## src/rtl/dec_fault_pkg.sv

```systemverilog
// Shared widths and default fault configuration for the faulty 4-to-16 decoder.
package dec_fault_pkg;

   localparam int unsigned DEC_IN_W   = 4;
   localparam int unsigned DEC_OUT_W  = 16;
   localparam int unsigned HALF_W     = 8;
   localparam int unsigned HALF_SEL_W = 3;

   // Default injected fault: low-half line 2 stuck-at-0
   localparam int unsigned FAULT_LINE_DEF = 2;
   localparam logic        FAULT_VAL_DEF  = 1'b0;

endpackage : dec_fault_pkg

```

## src/rtl/dec_3x8.sv

```systemverilog
// Combinational 3-to-8 one-hot decoder with enable.
module dec_3x8
   import dec_fault_pkg::*;
(
   input  logic [HALF_SEL_W-1:0] a,
   input  logic                  en,
   output logic [HALF_W-1:0]     y
);

   // One-hot decode of a, gated by enable
   always_comb begin
      y = '0;
      if (en) begin
         y = HALF_W'(1) << a;
      end
   end

endmodule : dec_3x8

```

## src/rtl/dec_4x16_fault2.sv

```systemverilog
// Registered 4-to-16 decoder built from two 3-to-8 halves, with one low-half
// line stuck at FAULT_VAL. Define DEC_FAULT_DETECT_EN to add a golden decode
// path and the registered fault_det mismatch flag.
module dec_4x16_fault2
   import dec_fault_pkg::*;
#(
   parameter int unsigned FAULT_LINE = FAULT_LINE_DEF,
   parameter logic        FAULT_VAL  = FAULT_VAL_DEF
)(
   input  logic                 clk,
   input  logic                 rst,
   input  logic                 en,
   input  logic                 X,
   input  logic                 Y,
   input  logic                 Z,
   input  logic                 W,
`ifdef DEC_FAULT_DETECT_EN
   output logic                 fault_det,
`endif
   output logic [DEC_OUT_W-1:0] D
);

   logic [DEC_IN_W-1:0]  sel;
   logic                 en_lo;
   logic                 en_hi;
   logic [HALF_W-1:0]    lo;
   logic [HALF_W-1:0]    hi;
   logic [HALF_W-1:0]    lo_f;
   logic [DEC_OUT_W-1:0] d_d;
   logic [DEC_OUT_W-1:0] d_q;

   assign sel   = {X, Y, Z, W};
   assign en_lo = en & ~sel[DEC_IN_W-1];
   assign en_hi = en &  sel[DEC_IN_W-1];

   dec_3x8 u_dec_lo (
      .a  (sel[HALF_SEL_W-1:0]),
      .en (en_lo),
      .y  (lo)
   );

   dec_3x8 u_dec_hi (
      .a  (sel[HALF_SEL_W-1:0]),
      .en (en_hi),
      .y  (hi)
   );

   // Replace the faulty low-half line with its stuck value
   always_comb begin
      lo_f = lo;
      lo_f[HALF_SEL_W'(FAULT_LINE)] = FAULT_VAL;
      d_d  = {hi, lo_f};
   end

   // Output register stage
   always_ff @(posedge clk) begin
      if (rst) begin
         d_q <= '0;
      end else begin
         d_q <= d_d;
      end
   end

   assign D = d_q;

`ifdef DEC_FAULT_DETECT_EN
   logic [HALF_W-1:0]    lo_gold;
   logic [DEC_OUT_W-1:0] ideal;
   logic                 fault_det_d;
   logic                 fault_det_q;

   dec_3x8 u_dec_gold_lo (
      .a  (sel[HALF_SEL_W-1:0]),
      .en (en_lo),
      .y  (lo_gold)
   );

   // Golden code differs from the faulty one only in the low half
   always_comb begin
      ideal       = {hi, lo_gold};
      fault_det_d = |(ideal ^ d_d);
   end

   // Mismatch flag aligned with D
   always_ff @(posedge clk) begin
      if (rst) begin
         fault_det_q <= 1'b0;
      end else begin
         fault_det_q <= fault_det_d;
      end
   end

   assign fault_det = fault_det_q;
`endif

endmodule : dec_4x16_fault2

```

## config.mk

```make
export PLATFORM = sky130hd
export DESIGN_NAME = dec_4x16_fault2
export DESIGN_NICKNAME = d
export VERILOG_FILES = /design/src/rtl/dec_fault_pkg.sv /design/src/rtl/dec_3x8.sv /design/src/rtl/dec_4x16_fault2.sv
export SDC_FILE = /design/constraint.sdc
export NUM_CORES = 1
export LEC_CHECK = 0
export ABC_AREA = 1
export CORE_AREA = 2 2 39 41
export DETAILED_ROUTE_END_ITERATION = 8
export DIE_AREA = 0 0 41 43
export GPL_ROUTABILITY_DRIVEN = 0
export HOLD_SLACK_MARGIN = 0.12
export PLACE_DENSITY = 0.74
export SYNTH_ARGS = -nofsm -noshare
export SYNTH_HDL_FRONTEND = slang
export SYNTH_SLANG_ARGS = --single-unit
```

## constraint.sdc

```tcl
create_clock -name clk -period 0.8 [get_ports clk]
set_input_delay 0.16 -clock clk [delete_from_list [all_inputs] [get_ports clk]]
set_output_delay 0.16 -clock clk [all_outputs]
set_load 0.005 [all_outputs]
```

==> flow_metrics.env <==
export IMPL_io_pin_count=23
export IMPL_hp_class="input port to flop"
export IMPL_synth_cell_types=8
export IMPL_diodes=0
export IMPL_root_buffer="clkbuf_4"
export IMPL_syn_area_per_cell_um2=9.29
export IMPL_ys_ff_latch=15
export IMPL_cts_hold_fix_buffers=0
export IMPL_cts_tree="done"
export IMPL_path_delay_family="flip-flops"
export IMPL_cap_violations=0
export IMPL_max_freq_ghz=1.17
export IMPL_sw_frac_of_total_pct=20.0
export IMPL_worstSetupPathType="flop to output port"
export IMPL_cp_depth=1
export IMPL_first_pass_iters=4
export IMPL_initial_core_util_pct=31.6
export IMPL_drive_above_1_share_pct=31.0
export IMPL_route_antenna_remaining_nets=0
export IMPL_area_growth_pct=41.0
export IMPL_rsz0062_at_grt="true"
export IMPL_pre_cts_slack_ps=-322
export IMPL_die_h_um=43
export IMPL_vias_per_cell=4.20
export IMPL_endpoint="D[5]"
export IMPL_outcome="finished, violations left"
export IMPL_grt_usage_pct=11.6
export IMPL_period_needed_ps=851
export IMPL_synth_warnings=0
export IMPL_std_cell_rows=14
export IMPL_h_tree_depth=1
export IMPL_post_route_period_util_pct=106
export IMPL_crit_path_top_delay_cell="dfxtp_1"
export IMPL_post_route_drc_count=0
export IMPL_postLayoutCoreUtil_pct=44.5
export IMPL_end_kind="output port"
export IMPL_p_total_mw=1.22
export IMPL_seqPwrFrac_pct=61.7
export IMPL_peakVddDrop_mv=0.970
export IMPL_slew_violations=0
export IMPL_fp_dieArea_mm2=0.00176
export IMPL_cts_setup_buffers=0
export IMPL_fill_cells=147
export IMPL_crit_arrival_ps=690
export IMPL_critPathRequiredTime_ps=640
export IMPL_clk_pin_slew_ps=70
export IMPL_leakage_nw=0.312
export IMPL_antenna_found_initial=0
export IMPL_fp_coreArea_mm2=0.00138
export IMPL_violations="setup timing"
export IMPL_layout_nets=79
export IMPL_crit_chain="buf_2"
export IMPL_grt_max_degree=9
export IMPL_cts_buffer_depth=2
export IMPL_clkPwrFrac_pct=32.0
export IMPL_p_int_mw=0.979
export IMPL_grt_pass1_vias=338
export IMPL_synth_area_um2=437
export IMPL_drt_total_wl_um=761
export IMPL_hold_violations=0
export IMPL_via_count=365
export IMPL_cts_sinks=15
export IMPL_synthCells=47
export IMPL_crit_fanout=1
export IMPL_power_switching_mw=0.245
export IMPL_comb_power_share_pct=6.3
export IMPL_largest_reg_flops=15
export IMPL_seq_area_frac_synth_pct=68.8
export IMPL_final_cell_mix="15 x nor2_1, 15 x buf_2, 14 x dfxtp_1, 6 x nand3_1, 5 x dlygate4sd2_1"
export IMPL_hpwlAfterDp_um=560
export IMPL_setup_viol=15
export IMPL_die_w_um=41
export IMPL_numCtsBuffers=3
export IMPL_worst_path_buf_inv=1
export IMPL_grt_pass1_wl_um=1350
export IMPL_avgRoutedWirePerCell_um=8.75
export IMPL_io_buffer_count=21
export IMPL_slowest_delay_ps=300
export IMPL_syn_nets=54
export IMPL_crit_path_start="D[5]$_SDFF_PP0_"
export IMPL_gr_total_overflow=0
export IMPL_hold_start="Y"
export IMPL_powerDensity_mw_per_mm2=1990
export IMPL_start_kind="flop"
export IMPL_worst_slack_ps=-51.1
export IMPL_drt_initial_drc_count=4
repair_timing:
action                     CTS  global route
pin swaps                    2             0
gates cloned                 0             0
setup endpoints to repair   27            23
gates resized for setup     68             2
worst min path at each step:
stage | depth (start not counted) | slack, ps | to
after global routing | 3 | 250 | D[12]$_SDFF_PP0_
final | 3 | 250 | D[12]$_SDFF_PP0_
after detailed placement | 3 | 860 | D[12]$_SDFF_PP0_
after floorplan | 2 | 300 | D[10]$_SDFF_PP0_
after global placement | 3 | 850 | D[12]$_SDFF_PP0_
after CTS | 4 | 350 | D[15]$_SDFF_PP0_
cell usage after synthesis, drive strengths merged:
cell type	count	share of area, %
dfxtp	15	69
nor2	16	14
inv	4	3.4
nand3b	1	1.7
buf	1	1.7
conb	1	0.86
nand3	7	8.0
nand2	2	1.7
area by class of cell:
class | instances | area (um^2) | share of cell area, %
Tap cell | 16 | 20.0 | 3.25
Sequential cell | 15 | 302 | 49.0
Timing Repair Buffer | 21 | 131 | 21.3
Multi-Input combinational cell | 27 | 121 | 19.7
Clock buffer | 4 | 26.3 | 4.27
Inverter | 4 | 15.0 | 2.44
through the flow:
step	setup TNS (ps)	instance area, um^2	cells	hold WS, ps
floorplan	0	437	47	299
global placement	-6280	659	83	846
detailed placement	-6550	659	83	855
CTS	-836	612	87	351
global route	-1170	616	87	247
finish	-631	616	87	248
power groups by stage:
stage               sequential, mW  combinational, mW  clock [mW]
floorplan                    0.774             0.0338           0
global placement             0.773             0.0877           0
detailed placement           0.773             0.0895           0
CTS                          0.755             0.0784       0.413
global route                 0.756             0.0882       0.451
finish                       0.755             0.0777       0.391
cell families after synthesis:
| kind of cell | after synthesis | synth area share (%) |
|---|---|---|
| DFF | 15 | 68.8 |
| other | 1 | 0.859 |
| buffers and inverters | 5 | 5.16 |
| and+or+nand+nor | 26 | 25.2 |
layer usage:
metal,track usage (%),part of all wire [%],vias to the layer above
met4,10.0,1.1,0
met2,15.6,47,14
met3,3.14,8.5,2
li1,-,-,190
met5,0,0,-
met1,14.4,43,159
Note: power is estimated with default switching activity, not from simulation.
